$ cat config.mk
export PLATFORM = sky130hd
export DESIGN_NAME = sc_display_scan_flat
export DESIGN_NICKNAME = d
export VERILOG_FILES = /design/src/rtl/sc_display_scan_if.sv /design/src/rtl/sc_display_scan.sv /design/src/flat_wrapper.sv
export SDC_FILE = /design/constraint.sdc
export NUM_CORES = 1
export LEC_CHECK = 0
export ABC_CLOCK_PERIOD_IN_PS = 3820
export CAP_MARGIN = 20
export CORE_UTILIZATION = 38
export CTS_CLUSTER_SIZE = 20
export DETAILED_ROUTE_END_ITERATION = 8
export GPL_TIMING_DRIVEN = 1
export HOLD_SLACK_MARGIN = 0.03
export PLACE_DENSITY = 0.61
export SLEW_MARGIN = 20
export SYNTH_ARGS = -nofsm -noshare
export SYNTH_HDL_FRONTEND = slang
export SYNTH_SLANG_ARGS = --single-unit
$ cat constraint.sdc
create_clock -name SC_DISPLAYSCAN_CLOCK_50 -period 3.82 [get_ports SC_DISPLAYSCAN_CLOCK_50]
set_input_delay 0.764 -clock SC_DISPLAYSCAN_CLOCK_50 [delete_from_list [all_inputs] [get_ports SC_DISPLAYSCAN_CLOCK_50]]
set_output_delay 0.764 -clock SC_DISPLAYSCAN_CLOCK_50 [all_outputs]
set_load 0.02 [all_outputs]
$ cat src/rtl/sc_display_scan_if.sv
// Display-scan port bundle: bus value and freeze control in, 7-segment drive out.
// Latency: n/a (wires only).
// Backpressure: none; the producer drives the bus freely, the scanner samples it once per frame.
//
// Signals:
//   SC_DISPLAYSCAN_DataBUS_In      value to display (8 hex nibbles)
//   SC_DISPLAYSCAN_Freeze_InLow    0 = skip the next capture, keep showing the old value
//   SC_DISPLAYSCAN_Segments_OutLow {g,f,e,d,c,b,a}, active-low
//   SC_DISPLAYSCAN_Anodes_OutLow   one-hot active-low digit enable, bit i = nibble i
//   SC_DISPLAYSCAN_DigitIndex_Out  digit currently scanned
//   SC_DISPLAYSCAN_Update_Out      one-cycle pulse when the captured value changed
interface sc_display_scan_if #(
  parameter int DATAWIDTH_BUS = 32
);
  logic [DATAWIDTH_BUS-1:0] SC_DISPLAYSCAN_DataBUS_In;
  logic                     SC_DISPLAYSCAN_Freeze_InLow;
  logic [6:0]               SC_DISPLAYSCAN_Segments_OutLow;
  logic [7:0]               SC_DISPLAYSCAN_Anodes_OutLow;
  logic [2:0]               SC_DISPLAYSCAN_DigitIndex_Out;
  logic                     SC_DISPLAYSCAN_Update_Out;

  // Producer side: drives the value, observes the display.
  modport master (
    output SC_DISPLAYSCAN_DataBUS_In,
    output SC_DISPLAYSCAN_Freeze_InLow,
    input  SC_DISPLAYSCAN_Segments_OutLow,
    input  SC_DISPLAYSCAN_Anodes_OutLow,
    input  SC_DISPLAYSCAN_DigitIndex_Out,
    input  SC_DISPLAYSCAN_Update_Out
  );

  // Scanner side.
  modport slave (
    input  SC_DISPLAYSCAN_DataBUS_In,
    input  SC_DISPLAYSCAN_Freeze_InLow,
    output SC_DISPLAYSCAN_Segments_OutLow,
    output SC_DISPLAYSCAN_Anodes_OutLow,
    output SC_DISPLAYSCAN_DigitIndex_Out,
    output SC_DISPLAYSCAN_Update_Out
  );
endinterface

$ cat src/rtl/sc_display_scan.sv
// Eight-digit multiplexed hex display scanner; captures the bus once per frame.
// Latency: one registered cycle from state/index/capture to the pins.
// Backpressure: none; free-running prescaler, bus is only sampled in the LOAD cycle.
//
// Ports:
//   SC_DISPLAYSCAN_CLOCK_50     system clock
//   SC_DISPLAYSCAN_Reset_InLow  asynchronous active-low reset
//   disp                        display bundle (slave): bus/freeze in, segments/anodes/index/update out
module sc_display_scan #(
  parameter int DATAWIDTH_BUS       = 32,
  parameter int DATAWIDTH_PRESCALER = 16,
  parameter int PRESCALER_MAX       = 49999,
  parameter bit LEADING_ZERO_BLANK  = 1'b1
) (
  input  logic             SC_DISPLAYSCAN_CLOCK_50,
  input  logic             SC_DISPLAYSCAN_Reset_InLow,
  sc_display_scan_if.slave disp
);

  localparam logic [DATAWIDTH_PRESCALER-1:0] PRESC_MAX = DATAWIDTH_PRESCALER'(PRESCALER_MAX);

  typedef enum logic [1:0] {
    ST_BLANK = 2'd0,
    ST_LOAD  = 2'd1,
    ST_SCAN  = 2'd2
  } state_e;

  state_e                         state_q, state_d;
  logic [DATAWIDTH_PRESCALER-1:0] presc_q, presc_d;
  logic [2:0]                     idx_q, idx_d;
  logic [DATAWIDTH_BUS-1:0]       cap_q, cap_d;
  logic [7:0]                     anodes_q, anodes_d;
  logic [6:0]                     seg_q, seg_d;
  logic [2:0]                     digidx_q, digidx_d;
  logic                           upd_q, upd_d;

  logic       tick;
  logic [3:0] nib;
  logic       lz_blank;

  function automatic logic [6:0] hex7(input logic [3:0] n);
    case (n)
      4'h0: hex7 = 7'h40;
      4'h1: hex7 = 7'h79;
      4'h2: hex7 = 7'h24;
      4'h3: hex7 = 7'h30;
      4'h4: hex7 = 7'h19;
      4'h5: hex7 = 7'h12;
      4'h6: hex7 = 7'h02;
      4'h7: hex7 = 7'h78;
      4'h8: hex7 = 7'h00;
      4'h9: hex7 = 7'h10;
      4'hA: hex7 = 7'h08;
      4'hB: hex7 = 7'h03;
      4'hC: hex7 = 7'h46;
      4'hD: hex7 = 7'h21;
      4'hE: hex7 = 7'h06;
      default: hex7 = 7'h0E;
    endcase
  endfunction

  assign tick = (presc_q == PRESC_MAX);
  assign nib  = cap_q[4*idx_q +: 4];
  // A digit is a leading zero when it and every more-significant nibble are zero;
  // digit 0 is always shown so a zero value still reads "0".
  assign lz_blank = LEADING_ZERO_BLANK && (idx_q != 3'd0) &&
                    ((cap_q >> (4*idx_q)) == '0);

  always_comb begin
    state_d  = state_q;
    presc_d  = tick ? '0 : presc_q + DATAWIDTH_PRESCALER'(1);
    idx_d    = idx_q;
    cap_d    = cap_q;
    anodes_d = 8'hFF;
    seg_d    = 7'h7F;
    digidx_d = idx_q;
    upd_d    = 1'b0;
    case (state_q)
      ST_BLANK: begin
        if (tick) state_d = ST_LOAD;
      end
      ST_LOAD: begin
        // Anodes stay dark this cycle so the previous digit never ghosts into the new frame.
        idx_d = 3'd0;
        if (disp.SC_DISPLAYSCAN_Freeze_InLow) begin
          cap_d = disp.SC_DISPLAYSCAN_DataBUS_In;
          upd_d = (disp.SC_DISPLAYSCAN_DataBUS_In != cap_q);
        end
        state_d = ST_SCAN;
      end
      ST_SCAN: begin
        anodes_d = ~(8'd1 << idx_q);
        seg_d    = lz_blank ? 7'h7F : hex7(nib);
        if (tick) begin
          idx_d = idx_q + 3'd1;
          if (idx_q == 3'd7) state_d = ST_LOAD;
        end
      end
      default: state_d = ST_BLANK;
    endcase
  end

  always_ff @(posedge SC_DISPLAYSCAN_CLOCK_50 or negedge SC_DISPLAYSCAN_Reset_InLow) begin
    if (!SC_DISPLAYSCAN_Reset_InLow) begin
      state_q  <= ST_BLANK;
      presc_q  <= '0;
      idx_q    <= 3'd0;
      cap_q    <= '0;
      anodes_q <= 8'hFF;
      seg_q    <= 7'h7F;
      digidx_q <= 3'd0;
      upd_q    <= 1'b0;
    end else begin
      state_q  <= state_d;
      presc_q  <= presc_d;
      idx_q    <= idx_d;
      cap_q    <= cap_d;
      anodes_q <= anodes_d;
      seg_q    <= seg_d;
      digidx_q <= digidx_d;
      upd_q    <= upd_d;
    end
  end

  assign disp.SC_DISPLAYSCAN_Anodes_OutLow   = anodes_q;
  assign disp.SC_DISPLAYSCAN_Segments_OutLow = seg_q;
  assign disp.SC_DISPLAYSCAN_DigitIndex_Out  = digidx_q;
  assign disp.SC_DISPLAYSCAN_Update_Out      = upd_q;

endmodule

$ cat src/flat_wrapper.sv
// flat-port wrapper written by rule: the top's interface ports become plain ports
module sc_display_scan_flat 
#(
  parameter int DATAWIDTH_BUS       = 32,
  parameter int DATAWIDTH_PRESCALER = 16,
  parameter int PRESCALER_MAX       = 49999,
  parameter bit LEADING_ZERO_BLANK  = 1'b1
)
  (SC_DISPLAYSCAN_CLOCK_50, SC_DISPLAYSCAN_Reset_InLow, disp_SC_DISPLAYSCAN_DataBUS_In, disp_SC_DISPLAYSCAN_Freeze_InLow, disp_SC_DISPLAYSCAN_Segments_OutLow, disp_SC_DISPLAYSCAN_Anodes_OutLow, disp_SC_DISPLAYSCAN_DigitIndex_Out, disp_SC_DISPLAYSCAN_Update_Out);
  sc_display_scan_if #(.DATAWIDTH_BUS(DATAWIDTH_BUS)) disp_i ();
  input  logic SC_DISPLAYSCAN_CLOCK_50;
  input  logic SC_DISPLAYSCAN_Reset_InLow;
  input wire logic [$bits(disp_i.SC_DISPLAYSCAN_DataBUS_In)-1:0] disp_SC_DISPLAYSCAN_DataBUS_In;
  input wire logic [$bits(disp_i.SC_DISPLAYSCAN_Freeze_InLow)-1:0] disp_SC_DISPLAYSCAN_Freeze_InLow;
  output wire logic [$bits(disp_i.SC_DISPLAYSCAN_Segments_OutLow)-1:0] disp_SC_DISPLAYSCAN_Segments_OutLow;
  output wire logic [$bits(disp_i.SC_DISPLAYSCAN_Anodes_OutLow)-1:0] disp_SC_DISPLAYSCAN_Anodes_OutLow;
  output wire logic [$bits(disp_i.SC_DISPLAYSCAN_DigitIndex_Out)-1:0] disp_SC_DISPLAYSCAN_DigitIndex_Out;
  output wire logic [$bits(disp_i.SC_DISPLAYSCAN_Update_Out)-1:0] disp_SC_DISPLAYSCAN_Update_Out;
  assign disp_i.SC_DISPLAYSCAN_DataBUS_In = disp_SC_DISPLAYSCAN_DataBUS_In;
  assign disp_i.SC_DISPLAYSCAN_Freeze_InLow = disp_SC_DISPLAYSCAN_Freeze_InLow;
  assign disp_SC_DISPLAYSCAN_Segments_OutLow = disp_i.SC_DISPLAYSCAN_Segments_OutLow;
  assign disp_SC_DISPLAYSCAN_Anodes_OutLow = disp_i.SC_DISPLAYSCAN_Anodes_OutLow;
  assign disp_SC_DISPLAYSCAN_DigitIndex_Out = disp_i.SC_DISPLAYSCAN_DigitIndex_Out;
  assign disp_SC_DISPLAYSCAN_Update_Out = disp_i.SC_DISPLAYSCAN_Update_Out;
  sc_display_scan #(.DATAWIDTH_BUS(DATAWIDTH_BUS), .DATAWIDTH_PRESCALER(DATAWIDTH_PRESCALER), .PRESCALER_MAX(PRESCALER_MAX), .LEADING_ZERO_BLANK(LEADING_ZERO_BLANK)) u_core (.SC_DISPLAYSCAN_CLOCK_50(SC_DISPLAYSCAN_CLOCK_50), .SC_DISPLAYSCAN_Reset_InLow(SC_DISPLAYSCAN_Reset_InLow), .disp(disp_i));
endmodule
==> qor.csv, run 1 <==
stage,metric,value,unit
global_route,vias in the first global route,2724,
finish,share of layout cells above drive strength 1,20.6,%
timing,crit share post-route,71.8,%
setup_path,Worst Setup Start Kind,register,
clocking,CTS H-tree lvls,3,
routing,drt pass-1 iters,4,
floorplan,Chip Height,104,µm
timing,Worst-Margin Slew,603,ps
synthesis,Syn Area/Cell,11.6,µm²
flow_run,number of max-cap violations,0,
timing,clk_skew,13.8,ps
synthesis,Seq cells post-synth,72,
synthesis,Synth area leaders,"dfrtp_1 36%, dfstp_2 10%, mux2_2 9.1%",
finish,"most common cell after layout, fill and taps aside",dfrtp_1,
setup_path,Critical Path RT,4070,ps
clocking,CTS Buf Count,9,
routing,Final Routed Wirelength,8340,µm
synthesis,Post-Synthesis Cell Area,3940,µm²
timing,final-report max-slew violation count,0,
timing,TNS Setup,0,ps
place,# port buffers,53,
timing,Final setup viols,0,
routing,wire length per cell,15.6,µm
power,pwr dens,293,nW/µm²
clocking,clock root buffer,clkbuf_8,
finish,Area Overhead vs Synth,21.2,%
finish,number of antenna diodes,0,
synthesis,Cell variety after synth,54,
place,dpl hpwl,6220,µm
clocking,cts hold-fix bufs,0,
routing,Iter 0 DRT Violations,149,
floorplan,Ports,54,
min_path,HP Class,input pin to asynchronous set/reset pin,
floorplan,initial core utilization,39.8,%
finish,highest-count cells in the layout ignoring fill and taps,"57 x dfrtp_1, 52 x clkdlybuf4s50_1, 37 x xnor2_1, 32 x mux2_2, 23 x nor2_1",
timing,Final Hold Viols,0,
clocking,CTS tree,built,
routing,# DRC,0,
synthesis,"area leader, netlist",dfrtp_1,
synthesis,Post-Syn Nets,389,
timing,Tmin final,2740,ps
global_route,grt ovf,0,
clocking,CTS resizes,0,
setup_path,Reg2Reg Depth,7,
finish,Final nets,445,
power,leak pwr,0.00206,µW
clocking,post-CTS setup buffer count,0,
floorplan,area of the core,9910,µm²
global_route,number of antenna violations at the first check in global routing,0,
synthesis,Yosys warnings,0,
synthesis,post-synth top area share,36.2,%
floorplan,Die Wd,104,µm
power,VDD IR max,0.148,mV
clocking,Clock transition at path regs,80,ps
timing,RSZ-0062 raised after global routing,false,
global_route,total track usage,16.2,%
routing,vias per cell,5.23,
synthesis,"Seq/Total Area, Yosys",46.2,%
global_route,largest net degree at the start of global routing,44,
setup_path,arrival time at the worst endpoint,2990,ps
clocking,worst skew pair latency,360,ps
timing,Max-slew headroom,58.7,%
clocking,CTS sink cnt,72,
routing,Routed Antenna Nets,0,
floorplan,FP Rows,36,
routing,via count,2799,
setup_path,Worst Setup End Kind,register,
status,outcome,completed,
power,post-layout power,1400,µW
floorplan,Die Footprint,10800,µm²
place,gp weighted congestion,0.884,
setup_path,maximum fanout along the worst path,8,
timing,fmax,0.365,GHz
setup_path,Crit Path Class,register to register,
clocking,Bufs on Longest Clock Path,2,
synthesis,Post-Synthesis Cells,341,
global_route,first-pass GRT wire length,13800,µm
[stage by stage]
step / cell area (µm²) / hold WS [ps] / instances / worst slack (ps) / util [%]
after CTS: 4780 / 247 / 535 / 1040 / 48.2
after global routing: 4780 / 228 / 535 / 864 / 48.2
after global placement: 4600 / 446 / 519 / 1240 / 46.4
after detailed placement: 4600 / 459 / 519 / 1080 / 46.4
after floorplan: 3940 / 402 / 341 / 1320 / -
final: 4780 / 238 / 535 / 1080 / 48.2
[worst max-delay path, stage by stage, from the launching register on]
cell,delay (ps)
dfrtp_1,530
mux4_2,550
mux2i_1,510
ha_1,290
o21ai_0,90
a21oi_1,250
a31oi_4,160
o221ai_1,260
[synth_stat cells, drive strengths merged]
cell     count
dfrtp       57
xnor2       37
mux2        32
nor2        23
nand3       18
dfstp       15
nand2       14
ha          13
mux2i       11
nand4       10
buf          9
xor2         9
and3         7
mux4         7
o21ai        7
o22ai        7
nor2b        6
a21oi        5
inv          5
nor3         5
clkbuf       4
nand2b       4
nor4         4
o221ai       4
a22oi        3
a31oi        3
or2          3
and2         2
nor3b        2
o21a         2
a2111oi      1
a211oi       1
a22o         1
a2bb2oi      1
and3b        1
and4         1
clkinv       1
nor4b        1
nor4bb       1
o211ai       1
o31a         1
o32a         1
or4          1
[path summary, 6_finish.rpt]
kind | start | slack, ps | endpoint
max | u_core.digidx_d[0]$_DFFE_PN0P_ | 1080 | u_core.disp.SC_DISPLAYSCAN_Segments_OutLow[6]$_DFF_PN1_
min | SC_DISPLAYSCAN_Reset_InLow | 240 | u_core.disp.SC_DISPLAYSCAN_Update_Out$_DFF_PN0_
max reg2reg | u_core.digidx_d[0]$_DFFE_PN0P_ | 1080 | u_core.disp.SC_DISPLAYSCAN_Segments_OutLow[6]$_DFF_PN1_
min reg2reg | u_core.presc_q[0]$_DFF_PN0_ | 470 | u_core.presc_q[0]$_DFF_PN0_
max in group asynchronous | SC_DISPLAYSCAN_Reset_InLow | 2770 | u_core.disp.SC_DISPLAYSCAN_Segments_OutLow[0]$_DFF_PN1_
min in group SC_DISPLAYSCAN_CLOCK_50 | u_core.presc_q[0]$_DFF_PN0_ | 470 | u_core.presc_q[0]$_DFF_PN0_
[flip-flops by register name, indices dropped and copies added, names as in the netlist]
name                                        count
u_core.cap_q                                   32
u_core.presc_q                                 16
u_core.disp.SC_DISPLAYSCAN_Anodes_OutLow        8
u_core.disp.SC_DISPLAYSCAN_Segments_OutLow      7
u_core.digidx_d                                 3
u_core.disp.SC_DISPLAYSCAN_DigitIndex_Out       3
u_core.state_q                                  2
u_core.disp.SC_DISPLAYSCAN_Update_Out           1
[metal layers]
metal	vias up	wire length (µm)	track usage, %
li1	1343	-	-
met1	1370	4090	22.8
met2	76	3770	24.2
met3	10	354	4.20
met4	0	131	5.71
met5	-	0	0
[kinds of logic after synthesis]
group / after synthesis / synth area share [%]
DFF: 72 / 46.2
and+or+nand+nor: 103 / 13.8
adders and majority gates: 13 / 4.12
muxes: 50 / 16.2
AOI/OAI and AO/OA: 38 / 7.01
buffers and inverters: 19 / 2.47
xor gates and xnor gates: 46 / 10.2
[report_power, final]
part | switching, µW | leakage (µW) | internal [µW] | total, µW
Sequential | 0 | 0.000940 | 762 | 762
Clock | 308 | 0.0000926 | 255 | 563
Combinational | 33.1 | 0.00102 | 43.3 | 76.5
Total | 341 | 0.00206 | 1060 | 1400
[area by class of cell]
class,instances,area (µm²)
fillers,954,5130
multi-input cells,250,2030
flip-flops and latches,72,1820
repair buffers,58,563
well taps,133,166
clock buffers,10,138
clock inverters,6,43.8
inverters,6,22.5
(Power assumes the default switching activity.)
==> run 2, diff against run 1 <==
Settings changed: ABC_CLOCK_PERIOD_IN_PS 3820 to 2900.
Clock period 3.82 ns to 2.9 ns, I/O delays scaled along.
==> run 2 against run 1 <==
Effect of this change: sequential share of layout area fell by 0.62 points; sequential power rose by 31%; non-clock buffer count rose by 3; highest routed layer unchanged.
==> qor.csv, run 2 (synthesized netlist as in run 1, its figures left out) <==
stage,metric,value,unit,change
floorplan,initial core utilization,39.8,%,unchanged
routing,Routed Antenna Nets,0,,unchanged
timing,Max-slew headroom,55.2,%,-3.5 points
clocking,CTS sink cnt,72,,unchanged
power,leak pwr,0.00209,µW,+1.6%
routing,Final Routed Wirelength,8250,µm,-1.1%
setup_path,Worst Setup Start Kind,register,,
global_route,routing usage on met1,22.2,%,-0.59 points
setup_path,Crit Path Class,register to register,,
global_route,first-pass GRT wire length,13800,µm,-0.15%
place,dpl cells,522,,+0.58%
finish,non-filler cells in the finished layout,538,,+0.56%
finish,post-layout util,49.0,%,+0.80 points
routing,vias per cell,5.12,,-2.2%
routing,wire length per cell,15.3,µm,-1.7%
setup_path,arrival time at the worst endpoint,2750,ps,-240 ps
timing,Hold WS,251,ps,+13.3 ps
routing,drt pass-1 iters,4,,unchanged
floorplan,Die Wd,104,µm,unchanged
setup_path,Crit path largest cell delay,780,ps,+230 ps
finish,number of antenna diodes,0,,unchanged
routing,# DRC,0,,unchanged
global_route,grt peak-use layer,met2,,
setup_path,Worst Setup End Kind,register,,
finish,register area,1820,µm²,unchanged
global_route,number of antenna violations at the first check in global routing,0,,unchanged
finish,Final nets,448,,+0.67%
timing,final-report max-slew violation count,0,,unchanged
clocking,Bufs on Longest Clock Path,2,,unchanged
finish,Area Overhead vs Synth,23.2,%,
timing,Final setup viols,0,,unchanged
finish,share of layout cells above drive strength 1,21.2,%,+0.59 points
floorplan,Ports,54,,unchanged
clocking,Clock transition at path regs,80,ps,about the same
power,pwr dens,412,nW/µm²,+40%
timing,crit share post-route,86.0,%,+14 points
flow_run,number of max-cap violations,0,,unchanged
clocking,clock root buffer,clkbuf_8,,
timing,TNS Setup,0,ps,unchanged
clocking,CTS H-tree lvls,3,,unchanged
finish,Top reg by flops,u_core.cap_q,,
global_route,grt ovf,0,,unchanged
place,dpl cell area,4630,µm²,+0.76%
clocking,cts hold-fix bufs,0,,unchanged
setup_path,CP cell instances,"mux4_2, mux2i_1, ha_1, o21ai_0, a21oi_1, a31oi_4, o221ai_1",,
place,dpl hpwl,6220,µm,about the same
clocking,CTS resizes,0,,unchanged
finish,highest-count cells in the layout ignoring fill and taps,"57 x dfrtp_1, 52 x clkdlybuf4s50_1, 37 x xnor2_1, 32 x mux2_2, 23 x nor2_1",,
timing,fmax,0.401,GHz,+9.9%
routing,Iter 0 DRT Violations,128,,-14%
setup_path,maximum fanout along the worst path,15,,+7
setup_path,"Max stage delay cell, worst path",dfrtp_1,,
timing,Worst-Margin Slew,672,ps,+69.3 ps
floorplan,FP Rows,36,,unchanged
finish,"most common cell after layout, fill and taps aside",dfrtp_1,,
global_route,met2 GRT Util,25.0,%,+0.86 points
place,# port buffers,53,,unchanged
timing,clk_skew,15.5,ps,+1.70 ps
place,gp weighted congestion,0.852,,-3.6%
finish,fill count,935,,-2.0%
timing,Final Hold Viols,0,,unchanged
clocking,post-CTS setup buffer count,0,,unchanged
global_route,grt met3 use,3.88,%,-0.31 points
finish,max FFs per register,32,,unchanged
min_path,HP Class,input pin to asynchronous set/reset pin,,
floorplan,area of the core,9910,µm²,unchanged
timing,RSZ-0062 raised after global routing,false,,
routing,via count,2754,,-1.6%
setup_path,Critical Path RT,3160,ps,-910 ps
power,VDD IR max,0.192,mV,+30%
global_route,largest net degree at the start of global routing,48,,+9.1%
clocking,CTS Buf Count,9,,unchanged
finish,multi-input logic area,2030,µm²,unchanged
status,outcome,completed,,
clocking,CTS tree,built,,
global_route,total track usage,16.1,%,-0.096 points
floorplan,Die Footprint,10800,µm²,unchanged
global_route,vias in the first global route,2746,,+0.81%
timing,Tmin final,2490,ps,-246 ps
floorplan,Chip Height,104,µm,unchanged
clocking,worst skew pair latency,350,ps,about the same
finish,final instance area,4860,µm²,+1.6%
-- run 2: stage by stage --
step	setup WS (ps)	total power (µW)
4_1_cts	414	2040
3_5_place_dp	432	1130
5_1_grt	234	2080
2_1_floorplan	397	1050
6_report	405	2000
3_3_place_gp	573	1130
-- run 2: final timing paths --
kind / to / depth (start not counted) / slack (ps) / start
max: u_core.disp.SC_DISPLAYSCAN_Segments_OutLow[5]$_DFF_PN1_ / 7 / 410 / u_core.digidx_d[1]$_DFFE_PN0P_
min: u_core.cap_q[11]$_DFFE_PN0P_ / 1 / 250 / SC_DISPLAYSCAN_Reset_InLow
max reg2reg: u_core.disp.SC_DISPLAYSCAN_Segments_OutLow[5]$_DFF_PN1_ / 7 / 410 / u_core.digidx_d[1]$_DFFE_PN0P_
min reg2reg: u_core.presc_q[0]$_DFF_PN0_ / 1 / 460 / u_core.presc_q[0]$_DFF_PN0_
max in group asynchronous: u_core.disp.SC_DISPLAYSCAN_Anodes_OutLow[5]$_DFF_PN1_ / 2 / 1920 / SC_DISPLAYSCAN_Reset_InLow
min in group SC_DISPLAYSCAN_CLOCK_50: u_core.presc_q[0]$_DFF_PN0_ / 1 / 460 / u_core.presc_q[0]$_DFF_PN0_
-- run 2: area by class of cell --
class / instances / share of cell area [%]
clock buffers: 9 / 2.55
multi-input cells: 250 / 41.7
repair buffers: 61 / 12.3
flip-flops and latches: 72 / 37.5
well taps: 133 / 3.43
clock inverters: 7 / 2.09
inverters: 6 / 0.464
-- run 2: power by group --
part           switching [µW]  internal, µW
Clock                     403           493
Sequential                  0          1000
Combinational            43.7          58.1
-- run 2: per-layer routing --
| metal | share of wire [%] | vias to the layer above |
|---|---|---|
| met5 | 0 | - |
| met4 | 0.97 | 0 |
| met3 | 4.2 | 7 |
| met2 | 46 | 63 |
| met1 | 49 | 1331 |
| li1 | - | 1353 |
-- run 2: worst max-delay path, delay by kind of cell (launching register included) --
family          cells  cell delay [ps]
compound gates      4              740
flops               1              780
mux                 2              650
fa+ha+maj           1              240
==> run 3, diff against run 2 <==
Settings changed: CTS_BUF_LIST set to sky130_fd_sc_hd__clkbuf_16, SLEW_MARGIN 20 to unset.
==> run 3 against run 2 <==
Effect of this change: combinational power hardly changed; utilization is 1.0 points higher; register-to-register slack hardly changed; critical path depth stayed put; critical endpoint unchanged; largest cell class unchanged.
==> qor.csv, run 3 (synthesized netlist as in run 1, its figures left out) <==
stage,metric,value,unit,change
clocking,Bufs on Longest Clock Path,2,,unchanged
global_route,first-pass GRT wire length,13900,µm,+1.1%
timing,final-report max-slew violation count,0,,unchanged
status,outcome,completed,,
timing,Tmin final,2490,ps,-5.85 ps
timing,RSZ-0062 raised after global routing,false,,
floorplan,area of the core,9910,µm²,unchanged
floorplan,FP Rows,36,,unchanged
setup_path,maximum fanout along the worst path,15,,unchanged
global_route,grt ovf,0,,unchanged
timing,Final Hold Viols,0,,unchanged
global_route,vias in the first global route,2781,,+1.3%
finish,fill count,922,,-1.4%
setup_path,Worst Setup Start Kind,register,,
clocking,CTS sink cnt,72,,unchanged
place,dpl cells,522,,unchanged
timing,TNS Setup,0,ps,unchanged
floorplan,Die Footprint,10800,µm²,unchanged
floorplan,Ports,54,,unchanged
routing,vias per cell,5.12,,unchanged
timing,Worst-Margin Slew,664,ps,-8.21 ps
finish,share of layout cells above drive strength 1,21.2,%,unchanged
routing,wire length per cell,15.3,µm,about the same
clocking,Clock transition at path regs,60,ps,-20 ps
clocking,CTS Buf Count,9,,unchanged
place,dpl hpwl,6220,µm,unchanged
finish,"most common cell after layout, fill and taps aside",dfrtp_1,,
finish,max FFs per register,32,,unchanged
setup_path,Crit Path Class,register to register,,
clocking,worst skew pair latency,330,ps,-20 ps
routing,drt pass-1 iters,4,,unchanged
clocking,cts hold-fix bufs,0,,unchanged
setup_path,arrival time at the worst endpoint,2730,ps,-20 ps
power,Logic pwr share,4.4,%,-0.7 points
timing,Final setup viols,0,,unchanged
flow_run,number of max-cap violations,0,,unchanged
finish,number of antenna diodes,0,,unchanged
setup_path,Worst Setup End Kind,register,,
place,# port buffers,53,,unchanged
power,post-layout power,2310,µW,+15%
power,pwr dens,465,nW/µm²,+13%
routing,Final Routed Wirelength,8250,µm,about the same
clocking,post-CTS setup buffer count,0,,unchanged
setup_path,Critical Path RT,3140,ps,-20 ps
finish,highest-count cells in the layout ignoring fill and taps,"57 x dfrtp_1, 52 x clkdlybuf4s50_1, 37 x xnor2_1, 32 x mux2_2, 23 x nor2_1",,
clocking,CTS tree,built,,
finish,Area Overhead vs Synth,25.8,%,
clocking,clock root buffer,clkbuf_16,,
routing,Iter 0 DRT Violations,116,,-9.4%
floorplan,Chip Height,104,µm,unchanged
power,Psw,483,µW,+8.1%
global_route,number of antenna violations at the first check in global routing,0,,unchanged
power,Clk pwr share,52.0,%,+7.2 points
power,VDD IR max,0.213,mV,+11%
routing,# DRC,0,,unchanged
global_route,total track usage,16.2,%,+0.064 points
finish,Top reg by flops,u_core.cap_q,,
power,leak pwr,0.00213,µW,+2.2%
finish,non-filler cells in the finished layout,538,,unchanged
timing,clk_skew,7.83,ps,-7.64 ps
finish,post-layout util,50.1,%,+1.0 points
routing,via count,2754,,unchanged
power,Int Pwr,1830,µW,+17%
global_route,largest net degree at the start of global routing,48,,unchanged
clocking,CTS H-tree lvls,3,,unchanged
timing,crit share post-route,85.8,%,-0.20 points
floorplan,Die Wd,104,µm,unchanged
timing,Max-slew headroom,55.8,%,+0.55 points
min_path,HP Class,input pin to asynchronous set/reset pin,,
floorplan,initial core utilization,39.8,%,unchanged
place,gp weighted congestion,0.852,,unchanged
finish,Final nets,448,,unchanged
power,Seq pwr share,43.6,%,-6.6 points
power,switching share of total power,20.9,%,-1.4 points
routing,Routed Antenna Nets,0,,unchanged
timing,fmax,0.402,GHz,+0.24%
clocking,CTS resizes,0,,unchanged
-- run 3: power groups by stage --
stage	Clock, µW	Sequential [µW]	Combinational (µW)
5_1_grt	1270	1010	113
3_3_place_gp	0	1020	104
6_report	1200	1010	101
4_1_cts	1230	1010	105
3_5_place_dp	0	1020	105
2_1_floorplan	0	1020	21.9
-- run 3: path summary, 6_finish.rpt --
kind | start | slack [ps] | cells past startpoint | endpoint
worst max register to register | u_core.digidx_d[1]$_DFFE_PN0P_ | 410 | 7 | u_core.disp.SC_DISPLAYSCAN_Segments_OutLow[5]$_DFF_PN1_
worst max-delay path | u_core.digidx_d[1]$_DFFE_PN0P_ | 410 | 7 | u_core.disp.SC_DISPLAYSCAN_Segments_OutLow[5]$_DFF_PN1_
min in group SC_DISPLAYSCAN_CLOCK_50 | u_core.presc_q[0]$_DFF_PN0_ | 460 | 1 | u_core.presc_q[0]$_DFF_PN0_
worst min-delay path | SC_DISPLAYSCAN_Reset_InLow | 270 | 1 | u_core.cap_q[11]$_DFFE_PN0P_
worst min register to register | u_core.presc_q[0]$_DFF_PN0_ | 460 | 1 | u_core.presc_q[0]$_DFF_PN0_
max in group asynchronous | SC_DISPLAYSCAN_Reset_InLow | 1900 | 2 | u_core.disp.SC_DISPLAYSCAN_Anodes_OutLow[5]$_DFF_PN1_
-- run 3: per-stage QoR --
step	setup WS (ps)	hold WS (ps)	instance area, µm²
final	411	272	4960
after global routing	224	313	4960
after CTS	412	294	4960
after detailed placement	432	450	4630
after global placement	573	440	4630
after floorplan	397	284	3940
-- run 3: final cells by class --
class                           instances  area (µm²)  share of cell area (%)
Clock buffer                            9         225                    4.54
Clock inverter                          7         101                    2.04
Inverter                                6        22.5                   0.454
Multi-Input combinational cell        250        2030                    40.8
Sequential cell                        72        1820                    36.7
Tap cell                              133         166                    3.36
Timing Repair Buffer                   61         598                    12.1
-- run 3: layer usage --
metal | share of wire, % | up-vias | wire length, µm | global-route usage [%]
li1 | - | 1357 | - | -
met1 | 48 | 1320 | 3960 | 22.1
met2 | 46 | 65 | 3790 | 25.4
met3 | 4.4 | 12 | 366 | 3.57
met4 | 1.6 | 0 | 136 | 5.61
met5 | 0 | - | 0 | 0
-- run 3: worst max-delay path, stage by stage (launching register included) --
cell	delay (ps)
dfrtp_1	770
mux4_2	430
mux2i_1	220
ha_1	240
o21ai_0	90
a21oi_1	250
a31oi_4	160
o221ai_1	240
